## src/rtl/imem_fetch.sv

```systemverilog
// Instruction memory fetch port: valid/ready request/response with programmable read
// latency, alignment/range error reporting, flush for redirects and a program-load port.
module imem_fetch #(
  parameter  int XLEN    = 32,
  parameter  int DEPTH   = 16,
  parameter  int LATENCY = 1,
  localparam int AW      = $clog2(DEPTH)
) (
  input  logic            clk,
  input  logic            rst_n,
  input  logic            req_valid,
  output logic            req_ready,
  input  logic [XLEN-1:0] req_addr,
  output logic            rsp_valid,
  input  logic            rsp_ready,
  output logic [XLEN-1:0] rsp_data,
  output logic [XLEN-1:0] rsp_addr,
  output logic [1:0]      rsp_err,
  input  logic            flush,
  input  logic            ld_en,
  input  logic [AW-1:0]   ld_addr,
  input  logic [XLEN-1:0] ld_data
);

  localparam int          CW       = 4;
  localparam logic [CW-1:0] CNT_INIT = (LATENCY > 1) ? CW'(LATENCY - 2) : '0;
  localparam logic [31:0] DEPTH_U  = 32'(DEPTH);

  typedef enum logic [1:0] {IDLE, WAIT, RESP} state_t;

  state_t          r_state, w_state_nxt;
  logic [CW-1:0]   r_cnt, w_cnt_nxt;
  logic [XLEN-1:0] r_mem [DEPTH];
  logic            r_vld;
  logic [XLEN-1:0] r_rsp_data, r_rsp_addr;
  logic [1:0]      r_rsp_err;

  logic            w_acc, w_mis, w_oor, w_good_hit, w_load_data;
  logic [1:0]      w_err;
  logic [AW-1:0]   w_rd_idx;
  logic [XLEN-1:0] w_rd_data;

  // Storage is deliberately not reset; program contents survive rst_n.
  always_ff @(posedge clk) begin
    if (ld_en && (32'(ld_addr) < DEPTH_U))
      r_mem[ld_addr] <= ld_data;
  end

  assign req_ready = !flush && ((r_state == IDLE) || ((r_state == RESP) && rsp_ready));
  assign w_acc     = req_valid && req_ready;

  assign w_mis = |req_addr[1:0];
  assign w_oor = (req_addr >> 2) >= XLEN'(DEPTH);
  assign w_err = {w_oor, w_mis};

  // In WAIT the request is gone, so the word index comes from the captured address.
  assign w_rd_idx  = (r_state == WAIT) ? r_rsp_addr[AW+1:2] : req_addr[AW+1:2];
  assign w_rd_data = r_mem[w_rd_idx];

  assign w_good_hit  = w_acc && (w_err == 2'b00) && (LATENCY == 1);
  assign w_load_data = !flush && (w_good_hit || ((r_state == WAIT) && (r_cnt == '0)));

  always_comb begin
    w_state_nxt = r_state;
    w_cnt_nxt   = r_cnt;
    if (flush) begin
      w_state_nxt = IDLE;
      w_cnt_nxt   = '0;
    end else begin
      case (r_state)
        IDLE: ;
        WAIT: begin
          if (r_cnt == '0) w_state_nxt = RESP;
          else             w_cnt_nxt   = r_cnt - 1'b1;
        end
        RESP:    if (rsp_ready) w_state_nxt = IDLE;
        default: w_state_nxt = IDLE;
      endcase
      if (w_acc) begin
        if ((w_err != 2'b00) || (LATENCY == 1)) begin
          w_state_nxt = RESP;
        end else begin
          w_state_nxt = WAIT;
          w_cnt_nxt   = CNT_INIT;
        end
      end
    end
  end

  always_ff @(posedge clk or negedge rst_n) begin
    if (!rst_n) begin
      r_state <= IDLE;
      r_cnt   <= '0;
    end else begin
      r_state <= w_state_nxt;
      r_cnt   <= w_cnt_nxt;
    end
  end

  // Response registers; a same-edge load returns the pre-write word.
  always_ff @(posedge clk or negedge rst_n) begin
    if (!rst_n) begin
      r_vld      <= 1'b0;
      r_rsp_data <= '0;
      r_rsp_addr <= '0;
      r_rsp_err  <= '0;
    end else begin
      r_vld <= (w_state_nxt == RESP);
      if (w_acc) begin
        r_rsp_addr <= req_addr;
        r_rsp_err  <= w_err;
      end
      if (w_acc && (w_err != 2'b00)) r_rsp_data <= '0;
      else if (w_load_data)          r_rsp_data <= w_rd_data;
    end
  end

  assign rsp_valid = r_vld;
  assign rsp_data  = r_rsp_data;
  assign rsp_addr  = r_rsp_addr;
  assign rsp_err   = r_rsp_err;

endmodule

```

## config.mk

```make
export PLATFORM = sky130hd
export DESIGN_NAME = imem_fetch
export DESIGN_NICKNAME = d
export VERILOG_FILES = /design/src/rtl/imem_fetch.sv
export SDC_FILE = /design/constraint.sdc
export NUM_CORES = 1
export LEC_CHECK = 0
export CORE_MARGIN = 10
export CORE_UTILIZATION = 40
export CTS_CLUSTER_DIAMETER = 150
export CTS_CLUSTER_SIZE = 25
export DETAILED_ROUTE_END_ITERATION = 10
export PLACE_DENSITY = 0.58
export SLEW_MARGIN = 25
export SYNTH_ARGS = -nofsm -noshare
export SYNTH_HDL_FRONTEND = slang
export SYNTH_SLANG_ARGS = --single-unit
```

## constraint.sdc

```tcl
create_clock -name clk -period 2.8 [get_ports clk]
set_input_delay 0.56 -clock clk [delete_from_list [all_inputs] [get_ports clk]]
set_output_delay 0.56 -clock clk [all_outputs]
set_load 0.03 [all_outputs]
```

Yosys cells after proc, flatten, opt, wreduce, memory -nomap -nowiden
Memories as Yosys holds them, arrays and structs flattened. Cells that the tools add are included.

Register bits: 73. Bits in writable memories: 512. Bits of input ports: 74. Output and inout bits: 68. Logic and storage cells: 44. Memories kept: 1.

Memory list: r_mem (words 16, bits a word 32, rd ports 1, clocked after memory_dff 0, write ports 1, RTL line 33) `logic [XLEN-1:0] r_mem [DEPTH];`.

$add $sub $neg: 1. $lt $le $gt $ge: 1. Equality and inequality tests: 4. Muxes and demuxes: 13. Reduce and logical (&&, ||, !) cells: 18.

Operators by type and width (number): 32-bit 2-to-1 mux (2); 30-bit by 5-bit greater-or-equal comparator with 1-bit output, second input constant (1); 4-bit 2-to-1 mux (4); 2-bit 2-to-1 mux (4); 1-bit logical AND (7); 2-bit one-hot mux with 3 select lines (1); 2-bit nonzero test (3); 2-bit == test, second input constant (2); 2-bit zero test (2); 4-bit zero test (1); 4-bit by 1-bit subtractor with 4-bit output, second input constant (1); 2-bit by 1-bit == test with 1-bit output, second input constant (1); 1-bit logical OR (2); 1-bit 2-to-1 mux (2); 2-bit != test, second input constant (1); 2-bit AND reduction (1); 2-bit OR reduction (1); 1-bit zero test (1).

Longest topological paths before layout
Gate-level depths: netlist of run 1.

Depth after elaboration: 10. Gate-level depth with buffers: 10. Gate-level depth less buffers: 7.

Worst setup path before layout of run 1
OpenSTA, ideal clock, no wires.

Path type: input port to flip-flop. From: in ld_addr[2]. To: mem r_mem[0][0], enable pin. Setup time: 0.461 ns. Arrival: 3.278 ns. Required time: 2.339 ns. Setup slack: -0.940 ns. Stages: 2. Path buffers: 0. Cell sequence: or3b_2 > nor3_1.

RTL lines: start: declaration (RTL line 21) `input logic [AW-1:0] ld_addr,`; end: declaration (RTL line 33).

No word-level cell before the write port.

Final worst setup path of run 1
From: in rsp_ready. To: out req_ready.

Word-level cells in the longest chain between the ends: 3.

Ends and longest elaborated chain: start: declaration (RTL line 15) `input logic rsp_ready,`; 1-bit logical AND (RTL line 49) `assign req_ready = !flush && ((r_state == IDLE) || ((r_state == RESP) && rsp_ready));`; 1-bit logical OR (RTL line 49); 1-bit logical AND (RTL line 49); end: declaration (RTL line 12) `output logic req_ready,`.

Every way passes these cells.

==> results of run 1 <==
-- through the flow --
stage	hold slack [ns]	util (%)	area (sq um)	power (mW)
floorplan	0.264	-	23000	10.7
global placement	0.457	46.3	26200	11.5
detailed placement	0.462	46.3	26200	11.5
CTS	0.485	47.7	27000	15.9
global route	0.505	47.8	27000	16.3
finish	0.485	47.8	27000	15.8
-- per-layer routing --
metal  up-vias  wire length [um]  share of wire (%)  track usage (%)
met2       394             26900                 47             26.8
met5         -                16              0.028                0
met1      6665             25400                 45             23.0
li1       5936                 -                  -                -
met3        63              3580                6.3             2.61
met4         2              1070                1.9             3.31
-- area by class of cell --
cell class / instances / area share (%)
Clock buffer: 48 / 2.79
Inverter: 4 / 0.0555
Clock inverter: 2 / 0.0926
Multi-Input combinational cell: 799 / 20.7
Timing Repair Buffer: 231 / 9.20
Sequential cell: 585 / 63.6
Tap cell: 756 / 3.50
-- placed cells by master, fill, tap and decap left out, types with 7 or more instances in the layout --
cell,synthesis,layout
edfxtp_1,512,512
nand2_1,304,303
clkdlybuf4s50_1,0,140
a21oi_1,87,87
mux2i_1,84,82
dfrtp_1,73,73
mux2_2,59,59
buf_4,4,58
o22ai_1,32,32
buf_12,0,32
nor4_1,30,30
clkbuf_16,0,27
o31ai_1,27,26
a222oi_1,23,23
clkbuf_1,38,21
nor3b_2,19,20
mux2_4,20,19
nor2_4,0,13
nor2_1,23,10
a2111oi_0,8,8
o221ai_1,8,8
o21bai_1,8,8
a22oi_1,8,8
mux4_2,8,8
nor3b_1,8,7
-- critical path, stage by stage --
cell	delay [ns]
clkdlybuf4s50_1	0.46
nand2b_1	0.13
nor3b_2	0.25
clkdlybuf4s50_1	0.74
-- worst max-delay path by stage --
stage,startpoint,to,slack (ns)
CTS,rsp_ready,req_ready,0.06
floorplan,ld_addr[2],r_mem[1][0],-0.07
finish,rsp_ready,req_ready,0.09
global route,rsp_ready,req_ready,0.02
detailed placement,req_addr[3],rsp_data[10],-0.04
global placement,req_addr[3],rsp_data[10],0.04
-- registers in the layout, indices dropped and copies added, names as in the netlist --
name       flops
rsp_err        2
rsp_addr      32
rsp_data      32
r_cnt          4
rsp_valid      1
r_state        2
r_mem        512
-- power groups by stage --
stage	clock [mW]	sequential [mW]	combinational [mW]
final	4.50	9.80	1.49
after CTS	4.62	9.80	1.51
after detailed placement	0	10.0	1.50
after global routing	4.90	9.83	1.60
after floorplan	0	10.1	0.590
after global placement	0	9.99	1.48
-- timing repair --
item,CTS,global route
hold buffers,1,0
hold endpoints to repair,40,0
setup endpoints to repair,0,22
resized for setup,0,2
-- logic make-up (layout without fill, tap and decap cells) --
family	Yosys count	count (layout)	share of synthesized area [%]
buf+inv	86	285	1.92
compound gates	215	215	6.19
simple gates	407	407	8.04
fa+ha+maj	2	2	0.109
xor+xnor	3	3	0.114
flops	585	585	74.9
mux	172	172	8.74
==> run_results.csv, run 1 <==
group,metric,value,unit
outcome,outcome,"finished, final reports clean",
place,pre_cts_ws,-0.0417,ns
clock_tree,cts.htree.levels,1,
grt,overflow,0,
logic_synthesis,yosys_warnings,0,
detailed_routing,dr.pass1.iters,6,
detailed_routing,drc,0,
detailed_routing,via_count,13060,
die,ios,142,
power_and_ir_drop,p_seq_share,62.1,%
grt,grt_pass1_wl,84.0,mm
timing,fmax,0.369,GHz
timing,worst_slew_pin_slew,0.583,ns
logic_synthesis,syn_nets,1546,
timing,slew_violations,0,
worst_setup_path,crit_type,"input port to primary output",
logic_synthesis,synth.top_cells.by_area,"edfxtp_1, dfrtp_1, nand2_1, mux2i_1, mux2_2",
clock_tree,clkLatencyLatePin,0.60,ns
grt,antenna_found_initial,1,
logic_synthesis,netlist_area,23000,sq um
worst_setup_path,reg2reg_to,"rsp_data[10]",
logic_synthesis,synth.most_common_cell,"edfxtp_1",
place,place_inst,2374,
place,place.gp.congestion,0.788,
final_layout,area_delta_synth_final,17.7,%
clock_tree,cts.clk_slew.worst_paths,0.10,ns
detailed_routing,avgRoutedWirePerCell,23.5,um
die,num_rows,87,
timing,fin_crit_sh,96.8,%
logic_synthesis,synth_cells,1470,
clock_tree,postCtsSetupBuffers,0,
timing,slew_headroom,61.0,%
worst_setup_path,worstPathMaxFanout,3,
grt,grt.total_usage,16.4,%
clock_tree,cts_num_sinks,585,
logic_synthesis,ys_seq_area_share,74.9,%
timing,final-setup-viol-count,0,
logic_synthesis,yosys-top-cells-count,"edfxtp_1, nand2_1, a21oi_1, mux2i_1, dfrtp_1",
power_and_ir_drop,ir_drop,0.603,mV
clock_tree,root_buffer,"clkbuf_16",
timing,tns,0,ns
final_layout,fill_cells,4830,
detailed_routing,viasPerCell,5.39,
logic_synthesis,yosysUniqueCellTypes,47,
detailed_routing,routed_wl,56.9,mm
timing,rsz0062_at_grt,"false",
worst_setup_path,crit_required,2.24,ns
final_layout,drive_above_1_share,15.4,%
timing,finalHoldViolCount,0,
power_and_ir_drop,switching_share,22.9,%
logic_synthesis,synth.largest_area_cell,"edfxtp_1",
power_and_ir_drop,power_leakage,9.33,nW
grt,grt_max_degree,48,
worst_setup_path,rrSetupSlack,0.29,ns
place,hpwl,33.9,mm
logic_synthesis,synth_top_area_share,66.9,%
timing,fin_worst_skew,0.0135,ns
final_layout,regArea,17200,sq um
worst_setup_path,endpoint_kind,"primary output",
logic_synthesis,avgSynthCellArea,15.6,sq um
hold_path,min_path_type,"input port to async pin",
flow_run,maxCapViolCount,0,
clock_tree,cts_buffers,27,
timing,fin_ws,0.0883,ns
die,start_util,40.6,%
power_and_ir_drop,p_int,12.2,mW
grt,grt_pass1_vias,13002,
final_layout,nNetsFinal,1724,
power_and_ir_drop,power_frac_comb,9.4,%
worst_setup_path,reg2reg_depth,8,
logic_synthesis,synth_edf_count,512,
die,die_h,260,um
power_and_ir_drop,p_switching,3.61,mW
final_layout,final_cells,2425,
timing,period_needed,2.71,ns
die,die_area,67400,sq um
die,core,56600,sq um
power_and_ir_drop,power_density,584,nW/um^2
final_layout,multiInputGateArea,5610,sq um
clock_tree,clock_path_buffers,3,
logic_synthesis,ys_seq_elements,585,
final_layout,antenna_cells,0,
worst_setup_path,cp_data_arrival_time,2.15,ns
detailed_routing,drtAntennaViolNets,0,
logic_synthesis,async_flop_share,12.5,%
place,io_buffers,141,
die,die_w,260,um
logic_synthesis,synth_ff_type,"edfxtp_1",
clock_tree,cts_tree,"yes",
worst_setup_path,r2r-start,"r_state[0]",
worst_setup_path,critPathLaunchType,"input port",
power_and_ir_drop,pwr-share-clk,28.5,%
detailed_routing,drtIter0Drc,1158,
(Power assumes the default switching activity.)
==> run 2, diff against run 1 <==
Settings changed: HOLD_SLACK_MARGIN from default to 0.1.
==> results of run 2 <==
The final DEF is identical to that of run 1; final timing and power are the same.
==> run 3, diff against run 2 <==
Settings changed: ABC_CLOCK_PERIOD_IN_PS from default to 2700.
Clock period 2.8 ns to 2.7 ns, I/O delays scaled along.
==> run 3 against run 2 <==
First-iteration DRC count grew 2.1%. Clock skew is 0.0022 ns higher. Largest power group unchanged. Total power grew 3.6%. Via count grew 0.62%. Clock power grew 3%.
==> run_results.csv, run 3 (same netlist as run 1, synthesis figures left out) <==
group,metric,value,unit
clock_tree,cts_buffers,27,
place,place.gp.congestion,0.752,
grt,antenna_found_initial,2,
worst_setup_path,critPathLaunchType,"flop",
final_layout,antenna_cells,0,
grt,overflow,0,
clock_tree,cts_num_sinks,585,
worst_setup_path,rrSetupSlack,0.15,ns
detailed_routing,avgRoutedWirePerCell,23.8,um
die,ios,142,
timing,slew_violations,0,
worst_setup_path,worstPathMaxFanout,23,
flow_run,maxCapViolCount,0,
detailed_routing,dr.pass1.iters,5,
final_layout,nNetsFinal,1729,
final_layout,layout_commonest_cell,"edfxtp_1",
timing,fin_ws,0.150,ns
clock_tree,cts.clk_slew.worst_paths,0.11,ns
clock_tree,cts.htree.levels,1,
place,pre_cts_ws,-0.0577,ns
detailed_routing,viasPerCell,5.41,
worst_setup_path,cp_data_arrival_time,3.03,ns
timing,worst_slew_pin_slew,0.626,ns
worst_setup_path,crit_chain,"nand2b_2 > buf_4 > buf_4 > nand3_1 > o21a_1 > buf_12 > o22ai_1 > nor4_1 > buf_4 > o31ai_1",
worst_setup_path,crit_path_frequent_cell,"buf_4",
detailed_routing,drtIter0Drc,1182,
timing,slew_headroom,58.2,%
place,io_buffers,141,
hold_path,min_path_type,"flop to flop",
place,hpwl,33.8,mm
power_and_ir_drop,power,16.4,mW
final_layout,utilization,47.9,%
timing,period_needed,2.55,ns
power_and_ir_drop,power_leakage,9.36,nW
die,num_rows,87,
detailed_routing,via_count,13141,
final_layout,area_delta_synth_final,18.1,%
grt,grt.total_usage,16.7,%
clock_tree,cts_tree,"yes",
worst_setup_path,critPathMaxStageDelay,0.41,ns
die,die_area,67400,sq um
final_layout,largest_register_ffs,512,
power_and_ir_drop,ir_drop,0.543,mV
final_layout,drive_above_1_share,15.8,%
clock_tree,clkLatencyLatePin,0.60,ns
worst_setup_path,endpoint_kind,"flop",
timing,fin_crit_sh,94.4,%
die,core,56600,sq um
detailed_routing,drtAntennaViolNets,0,
final_layout,fill_cells,4894,
worst_setup_path,crit_required,3.18,ns
die,die_h,260,um
final_layout,multiInputGateArea,5610,sq um
die,die_w,260,um
worst_setup_path,crit_type,"flop to flop",
grt,grt_pass1_vias,13144,
grt,grt_max_degree,57,
timing,rsz0062_at_grt,"false",
worst_setup_path,critical-path-top-delay-family,"buffers and inverters",
power_and_ir_drop,power_density,603,nW/um^2
worst_setup_path,slowest_stage,"dfrtp_1",
final_layout,regArea,17200,sq um
die,start_util,40.6,%
outcome,outcome,"finished, final reports clean",
clock_tree,root_buffer,"clkbuf_16",
timing,fmax,0.392,GHz
clock_tree,clock_path_buffers,3,
worst_setup_path,crit_buf_inv,4,
detailed_routing,drc,0,
timing,fin_worst_skew,0.0157,ns
detailed_routing,routed_wl,57.7,mm
grt,grt_pass1_wl,85.7,mm
timing,final-setup-viol-count,0,
clock_tree,postCtsSetupBuffers,0,
timing,finalHoldViolCount,0,
final_layout,regMostFlops,"r_mem",
final_layout,layout_common_cells,"edfxtp_1, nand2_1, clkdlybuf4s50_1",
## run 3: cell types whose count changed in the layout (fill, tap and decap cells not counted)
cell             previous run  this run
a31o_2                      0         1
a31o_4                      1         0
buf_12                     32        37
buf_4                      58        59
clkbuf_1                   21        20
clkdlybuf4s50_1           140       139
nor3b_1                     7         6
nor3b_2                    20        21
nor4_1                     30        29
nor4_2                      0         1
## run 3: worst paths after layout
| check | startpoint | endpoint | depth (start not counted) |
|---|---|---|---|
| worst max-delay path | r_state[1] | rsp_data[25] | 10 |
| worst min-delay path | rsp_addr[7] | rsp_addr[7] | 2 |
| worst max register to register | r_state[1] | rsp_data[25] | 10 |
| worst min register to register | rsp_addr[7] | rsp_addr[7] | 2 |
| max in group asynchronous | rst_n | rsp_data[19] | 3 |
| min in group asynchronous | rst_n | rsp_valid | 2 |
## run 3: layout make-up
type	instances	area share, %
inverter	4	0.0553
clock inverter	2	0.0922
multi-input combinational	799	20.7
tap	756	3.49
sequential	585	63.4
timing repair buffer	236	9.53
clock buffer	47	2.77
## run 3: repair_timing
action	CTS	global route
hold buffers	1	0
gates resized for setup	1	2
endpoints found under the hold margin	30	0
endpoints found under the setup margin	1	3
## run 3: worst min-delay path: stages (launching register included)
cell and delay [ns]:
dfrtp_1 0.35, nand2_1 0.05, nand2_1 0.06
## run 3: per-stage QoR
stage	TNS, ns	cells	instance area (sq um)	hold WS, ns
after floorplan	-16.14	1470	23000	0.244
after global placement	-0.0309	2379	26300	0.456
after detailed placement	-0.0965	2379	26300	0.462
after CTS	0	2429	27100	0.462
after global routing	0	2429	27100	0.501
final	0	2429	27100	0.484
## run 3: power by group
part	switching, mW	leakage, nW	internal, mW	total [mW]
Clock	2.71	0.368	1.93	4.63
Combinational	0.925	3.41	0.633	1.56
Sequential	0.0937	5.58	10.1	10.2
Total	3.73	9.36	12.6	16.4
## run 3: metal layers
| metal | global-route usage [%] | part of all wire [%] |
|---|---|---|
| met4 | 3.05 | 1.4 |
| met2 | 27.8 | 48 |
| met3 | 2.51 | 6.1 |
| met1 | 23.2 | 45 |
| met5 | 0 | 0.036 |
